--- src/rtl/seq_gen_tx.sv ---
// Serial pattern transmitter: shifts a captured pattern out MSB-first, repeated repeat+1 times.
// Optional macro SEQ_GEN_GAP_EN inserts one idle GAP cycle between consecutive repetitions.
module seq_gen_tx #(
    parameter int PAT_W = 8
) (
    input  logic             clock,
    input  logic             reset,
    input  logic             i_start,
    input  logic [PAT_W-1:0] i_pattern,
    input  logic [3:0]       i_pat_len,
    input  logic [3:0]       i_repeat,
    output logic             o_sequence_out,
    output logic             o_bit_valid,
    output logic             o_busy,
    output logic             o_done
);

    localparam logic [4:0] PAT_W_L = 5'(PAT_W);

`ifdef SEQ_GEN_GAP_EN
    typedef enum logic [1:0] {
        S_IDLE  = 2'd0,
        S_SHIFT = 2'd1,
        S_DONE  = 2'd2,
        S_GAP   = 2'd3
    } state_t;
`else
    typedef enum logic [1:0] {
        S_IDLE  = 2'd0,
        S_SHIFT = 2'd1,
        S_DONE  = 2'd2
    } state_t;
`endif

    state_t           r_state;
    logic [PAT_W-1:0] r_pattern;
    logic [4:0]       r_len;
    logic [4:0]       r_idx;
    logic [3:0]       r_rep;
    logic             r_seq;
    logic             r_valid;
    logic             r_busy;
    logic             r_done;

    logic [4:0]       w_cap_len;
    logic             w_first_bit;
    logic             w_next_bit;
    logic             w_restart_bit;
    logic             w_accept;

    // Selects one bit of a pattern by a 5-bit index; out-of-range indices read as 0.
    function automatic logic sel_bit(input logic [PAT_W-1:0] pat, input logic [4:0] idx);
        logic b;
        b = 1'b0;
        for (int k = 0; k < PAT_W; k++) begin
            if (idx == 5'(k)) begin
                b = pat[k];
            end
        end
        return b;
    endfunction

    // Length 0 or anything wider than the pattern register means "use the full register".
    assign w_cap_len     = ((i_pat_len == 4'd0) || ({1'b0, i_pat_len} > PAT_W_L)) ? PAT_W_L
                                                                                  : {1'b0, i_pat_len};
    assign w_first_bit   = sel_bit(i_pattern, w_cap_len - 5'd1);
    assign w_next_bit    = sel_bit(r_pattern, r_idx - 5'd1);
    assign w_restart_bit = sel_bit(r_pattern, r_len - 5'd1);
    assign w_accept      = i_start;

    // Transmit FSM; r_idx tracks the index of the bit currently on the output.
    always_ff @(posedge clock or posedge reset) begin
        if (reset) begin
            r_state   <= S_IDLE;
            r_pattern <= '0;
            r_len     <= 5'd0;
            r_idx     <= 5'd0;
            r_rep     <= 4'd0;
            r_seq     <= 1'b0;
            r_valid   <= 1'b0;
            r_busy    <= 1'b0;
            r_done    <= 1'b0;
        end else begin
            case (r_state)
                S_IDLE, S_DONE: begin
                    if (w_accept) begin
                        r_state   <= S_SHIFT;
                        r_pattern <= i_pattern;
                        r_len     <= w_cap_len;
                        r_idx     <= w_cap_len - 5'd1;
                        r_rep     <= i_repeat;
                        r_seq     <= w_first_bit;
                        r_valid   <= 1'b1;
                        r_busy    <= 1'b1;
                        r_done    <= 1'b0;
                    end else begin
                        r_state   <= S_IDLE;
                        r_seq     <= 1'b0;
                        r_valid   <= 1'b0;
                        r_busy    <= 1'b0;
                        r_done    <= 1'b0;
                    end
                end
                S_SHIFT: begin
                    if (r_idx != 5'd0) begin
                        r_idx <= r_idx - 5'd1;
                        r_seq <= w_next_bit;
                    end else if (r_rep != 4'd0) begin
                        r_rep <= r_rep - 4'd1;
`ifdef SEQ_GEN_GAP_EN
                        r_state <= S_GAP;
                        r_seq   <= 1'b0;
                        r_valid <= 1'b0;
`else
                        r_idx   <= r_len - 5'd1;
                        r_seq   <= w_restart_bit;
`endif
                    end else begin
                        r_state <= S_DONE;
                        r_seq   <= 1'b0;
                        r_valid <= 1'b0;
                        r_busy  <= 1'b0;
                        r_done  <= 1'b1;
                    end
                end
`ifdef SEQ_GEN_GAP_EN
                S_GAP: begin
                    r_state <= S_SHIFT;
                    r_idx   <= r_len - 5'd1;
                    r_seq   <= w_restart_bit;
                    r_valid <= 1'b1;
                end
`endif
                default: begin
                    r_state <= S_IDLE;
                    r_seq   <= 1'b0;
                    r_valid <= 1'b0;
                    r_busy  <= 1'b0;
                    r_done  <= 1'b0;
                end
            endcase
        end
    end

    assign o_sequence_out = r_seq;
    assign o_bit_valid    = r_valid;
    assign o_busy         = r_busy;
    assign o_done         = r_done;

endmodule

--- config.mk ---
export PLATFORM = sky130hd
export DESIGN_NAME = seq_gen_tx
export DESIGN_NICKNAME = d
export VERILOG_FILES = /design/src/rtl/seq_gen_tx.sv
export SDC_FILE = /design/constraint.sdc
export NUM_CORES = 1
export LEC_CHECK = 0
export BUFFER_PORTS_ARGS = -buffer_cell sky130_fd_sc_hd__buf_2
export CAP_MARGIN = 20
export CELL_PAD_IN_SITES_DETAIL_PLACEMENT = 1
export CELL_PAD_IN_SITES_GLOBAL_PLACEMENT = 1
export CORE_AREA = 2 2 65 67
export CTS_CLUSTER_DIAMETER = 150
export DETAILED_ROUTE_END_ITERATION = 7
export DIE_AREA = 0 0 67 69
export PLACE_DENSITY = 0.79
export SETUP_SLACK_MARGIN = 0.1
export SYNTH_ARGS = -nofsm -noshare
export SYNTH_HDL_FRONTEND = slang
export SYNTH_SLANG_ARGS = --single-unit
--- constraint.sdc ---
create_clock -name clock -period 2.7 [get_ports clock]
set_input_delay 0.135 -clock clock [delete_from_list [all_inputs] [get_ports clock]]
set_output_delay 0.135 -clock clock [all_outputs]
set_load 0.02 [all_outputs]
# --- After elaboration in Yosys (flattened, before gate mapping) ---
# Cells that the tools add are included.
word_totals:
  register_bits: 27
  input_bits: 19
  output_inout_bits: 4
  wordCells: 103
op_classes:
  addsub: 4
  n_lt_le_gt_ge: 1
  n_eq_ne: 28
  muxes: 48
  n_reduce_logical: 14
op_table:
  columns: ["op", "count"]
  rows:
  - ["5-bit by 3-bit equality test with 1-bit output (second input constant)", 12]
  - ["1-bit two-way mux", 34]
  - ["5-bit by 2-bit equality test with 1-bit output (second input constant)", 6]
  - ["4-bit two-way mux", 4]
  - ["5-bit by 1-bit equality test with 1-bit output (second input constant)", 3]
  - ["5-bit logical NOT", 3]
  - ["5-bit two-way mux", 3]
  - ["5-bit one-hot mux with 2 select lines", 1]
  - ["5-bit by 1-bit subtractor with 5-bit output (second input constant)", 2]
  - ["2-bit != test (second input constant)", 4]
  - ["4-bit one-hot mux with 2 select lines", 1]
  - ["5-bit nonzero test", 1]
  - ["4-bit by 1-bit subtractor with 5-bit output (second input constant)", 1]
  - ["4-bit greater-than comparator (second input constant)", 1]
  - ["4-bit logical NOT", 1]
  - ["2-bit two-way mux", 2]
  - ["1-bit one-hot mux with 2 select lines", 2]
  - ["2-bit one-hot mux with 2 select lines", 1]
  - ["2-bit AND reduction", 2]
  - ["4-bit AND reduction", 1]
  - ["4-bit nonzero test", 1]
  - ["4-bit by 1-bit subtractor with 4-bit output (second input constant)", 1]
  - ["3-bit != test (second input constant)", 1]
  - ["3-bit AND reduction", 1]
  - ["6 further kinds", 6]

# --- Logic depth before layout (Yosys ltp) ---
logic_depth:
  depth_word: 15
  mapped_depth: 8
  mapped_depth_nobuf: 8

# --- Least setup slack after synthesis ---
# No wires, ideal clock.
synth_timing:
  path_type: "reg2reg"
  from: "register r_idx[0]"
  to: "register r_seq (netlist: o_sequence_out)"
  setup_ps: 129
  t_arrival_ps: 1649
  required_time_ps: 2571
  path_slack_ps: 922
  stages_incl_launch_ff: 8
  n_path_buf: 0
  synth_period_minus_slack_ps: 1778
  path_cell_list: "dfrtp_1 -> inv_1 -> ha_1 -> xnor2_1 -> a221oi_1 -> a311o_1 -> a32oi_1 -> o32ai_1"
synth_via:
  elab_chain_cells: 12
  elab_cells_between_ends: 20
  cone_classes: "add/sub (1); eq/ne (7); mux (10); reduce/logical (2)"
synth_rtl:
  columns: ["item", "line", "rtl"]
  rows:
  - ["start: declaration", "38", "logic [4:0] r_idx;"]
  - ["start signal: assignment", "90", "r_idx <= w_cap_len - 5'd1;"]
  - ["start signal: assignment", "106", "r_idx <= r_idx - 5'd1;"]
  - ["start signal: assignment", "115", "r_idx <= r_len - 5'd1;"]
  - ["5-bit by 1-bit subtractor with 5-bit output", "67", "assign w_next_bit = sel_bit(r_pattern, r_idx - 5'd1);"]
  - ["5-bit logical NOT", "56", "if (idx == 5'(k)) begin"]
  - ["1-bit two-way mux (8 in a row)", "56", null]
  - ["1-bit two-way mux (*)", "105", "if (r_idx != 5'd0) begin"]
  - ["1-bit one-hot mux with 2 select lines (*)", "84", "case (r_state)"]
  - ["end signal: assignment", "92", "r_seq <= w_first_bit;"]
  - ["end signal: assignment", "107", "r_seq <= w_next_bit;"]
  - ["end signal: assignment", "116", "r_seq <= w_restart_bit;"]
  - ["end: declaration", "40", "logic r_seq;"]
# Every way passes the cells marked *; elsewhere a longest branch is shown, timed or not.
# A chain may end at the register's enable or synchronous reset.

# --- Final worst setup path ---
layout_timing:
  from: "register r_idx[0]"
  to: "register r_rep[0]"
layout_via:
  elab_chain_cells: 3
layout_rtl:
  columns: ["item", "line", "rtl"]
  rows:
  - ["5-bit nonzero test", "105", null]
  - ["2-bit != test (no line)", null, null]
  - ["4-bit AND reduction (no line)", null, null]
  - ["end signal: assignment", "91", "r_rep <= i_repeat;"]
  - ["end signal: assignment", "109", "r_rep <= r_rep - 4'd1;"]
  - ["end: declaration", "39", "logic [3:0] r_rep;"]
# Every way passes these cells.

==> out/metrics.yaml <==
antenna_found_initial: 0
clkSinkCount: 25
yosys_warnings: 0
leakage_nw: 0.909
synth_top_area_share_pct: 36.8
detail_route.wl_per_cell_um: 15.5
grt_max_degree: 26
rsz0062_at_grt: "no"
clockBufferDepth: 2
setup-tns-final_ns: 0
port_buffers: 22
powerDensity_nw_per_um2: 1090
crit_family: "simple AND/OR/NAND/NOR gates"
crit_type: "reg -> reg"
fill_cells: 505
route.detailed.drc: 0
synth_cell_types: 39
die_h_um: 69
hold_slack_ns: 0.0655
grt_pass1_wl_um: 7150
p_total_mw: 2.10
ff_latch_area_um2: 626
core_area_um2: 3910
worst_slew_pin_slew_ns: 0.704
first_pass_iters: 4
multi_input_area_um2: 992
cp_num_buf_inv: 2
finalCriticalPeriod_ns: 2.09
max-slew-margin-rel_pct: 53.0
totalWireLength_um: 4240
post-place-ws_ns: 0.640
syn_area_um2: 1700
setup_viol_count_final: 0
placed_cells: 268
final_area_um2: 1930
finClkSkew_ns: 0.000960
finalHoldViolations: 0
drtIter0Drc: 58
cts_tree: "done"
async_reset_ff_share_pct: 100
cp.required_ns: 2.90
vias: 1482
critical_path_arrival_ns: 2.29
synth-edff-count: 0
syn-num-nets: 236
cap_violations: 0
avgSynthCellArea_um2: 8.46
finalNetCount: 260
status: "finished clean"
hp-class: "in -> reg"
yosysTopAreaCell: "dfrtp_1"
cp-end-kind: "register"
post-route-util_pct: 49.4
synth-seq-cells: 25
cp_slowest_stage_delay_ns: 0.46
yosysMostFrequentCell: "nand2_1"
cts_buffers: 3
dieArea_um2: 4620
die_x_um: 67
viasPerCell: 5.41
start_kind: "register"
postPlaceCellArea_um2: 1850
syn_inst: 201
initial_core_util_pct: 43.4
grt_pass1_vias: 1422
htreeDepth: 1
ioPinCount: 23
cts.repair.resized: 0
antenna_cells: 0
ys.flop_type: "dfrtp_1"
finalCritPeriodShare_pct: 77.3
rows: 23
areaGrowthSynthToFinish_pct: 13.7
fmax_ghz: 0.479
crit_slowest_cell: "dfrtp_1"
synth_common_cells: "40 x nand2_1, 25 x dfrtp_1, 21 x o21ai_0"
drive_above_1_share_pct: 14.7
final_max_slew_viol_count: 0
clk_latency_ns: 0.28
cp_cell_sequence: "inv_1, ha_1, nor4b_4, buf_4, o21ai_1, or3_1, o21ai_0"
fin_ws_ns: 0.613
cp_max_fo: 11
ant_nets: 0
ir_worst_vdd_v: 0.000494
place_hpwl_um: 3270
gr-usage-all-layers_pct: 19.8
clkTransAtPathRegs_ns: 0.09
synth_area_leaders: "dfrtp_1 37%, ha_1 12%, nand2_1 8.8%"
fin_cells: 274
synth-seq-area-share_pct: 36.8
cts_root_buf: "clkbuf_8"
place_congestion: 0.820
gr-total-overflow: 0
## cell usage in the layout, fill, tap and decap left out, types with 2 or more instances in the layout
master	instances
ha_1	16
a21oi_1	18
buf_2	22
xnor2_1	3
a211oi_1	2
nand2_1	40
xor2_1	2
inv_1	12
dfrtp_1	25
nor2_1	10
o21ai_0	21
or3_1	2
o21ai_1	2
buf_4	2
mux2i_1	2
and3_1	2
nor2b_1	2
nand3b_1	3
a221oi_1	2
nor3b_1	2
clkbuf_8	3
a21oi_2	2
nand2b_1	7
nor3_1	4
## layer usage
| metal | vias to the layer above | GRT usage [%] | wire length [um] |
|---|---|---|---|
| li1 | 736 | - | - |
| met1 | 724 | 28.4 | 2090 |
| met2 | 17 | 31.2 | 2040 |
| met3 | 5 | 1.96 | 68 |
| met4 | 0 | 5.44 | 48 |
| met5 | - | 0 | 0 |
## layout make-up
class | count | area share [%]
sequential | 25 | 32.4
inverter | 12 | 2.33
tap | 50 | 3.24
multi-input combinational | 157 | 51.3
clock buffer | 4 | 2.33
timing repair buffer | 26 | 8.41
## power breakdown
group | total (mW) | switching, mW | internal, mW
Clock | 0.232 | 0.126 | 0.106
Sequential | 0.724 | 0.175 | 0.549
Combinational | 1.15 | 0.671 | 0.475
Total | 2.10 | 0.972 | 1.13
## flip-flops by register name, indices dropped and copies added, names as in the netlist
signal and count:
o_busy 1, o_sequence_out 1, r_idx 5, r_len 4, r_pattern 8, r_rep 4
r_state 2
## worst register-to-register path, cell delays in order (launching register included)
cell	delay, ns
dfrtp_1	0.46
inv_1	0.17
ha_1	0.25
nor4b_4	0.26
buf_4	0.23
o21ai_1	0.18
or3_1	0.40
o21ai_0	0.07
## logic make-up (layout without fill, tap and decap cells)
kind of cell    count (synthesis)  in the layout  synth area share, %
fa+ha+maj                      16             16                 11.8
mux                             2              2                 1.18
buf+inv                        19             42                 4.86
simple gates                   76             76                 22.3
xor+xnor                        5              5                 2.58
flops                          25             25                 36.8
compound gates                 58             58                 20.5
## timing repair
action | in CTS | in global routing
endpoints found under the hold margin | 0 | 25
hold buffers | 0 | 1
setup buffers | 0 | 0
setup endpoints to repair | 0 | 0
## path summary, 6_finish.rpt
kind,slack [ns],to,startpoint,cells after the start
worst max-delay path,0.61,r_rep[0],r_idx[0],7
worst min register to register,0.51,o_busy,o_busy,2
min in group asynchronous,0.29,r_idx[2],reset,3
max in group asynchronous,2.04,o_sequence_out,reset,4
worst min-delay path,0.07,r_pattern[7],i_pattern[7],3
worst max register to register,0.61,r_rep[0],r_idx[0],7
(Power assumes the default switching activity.)
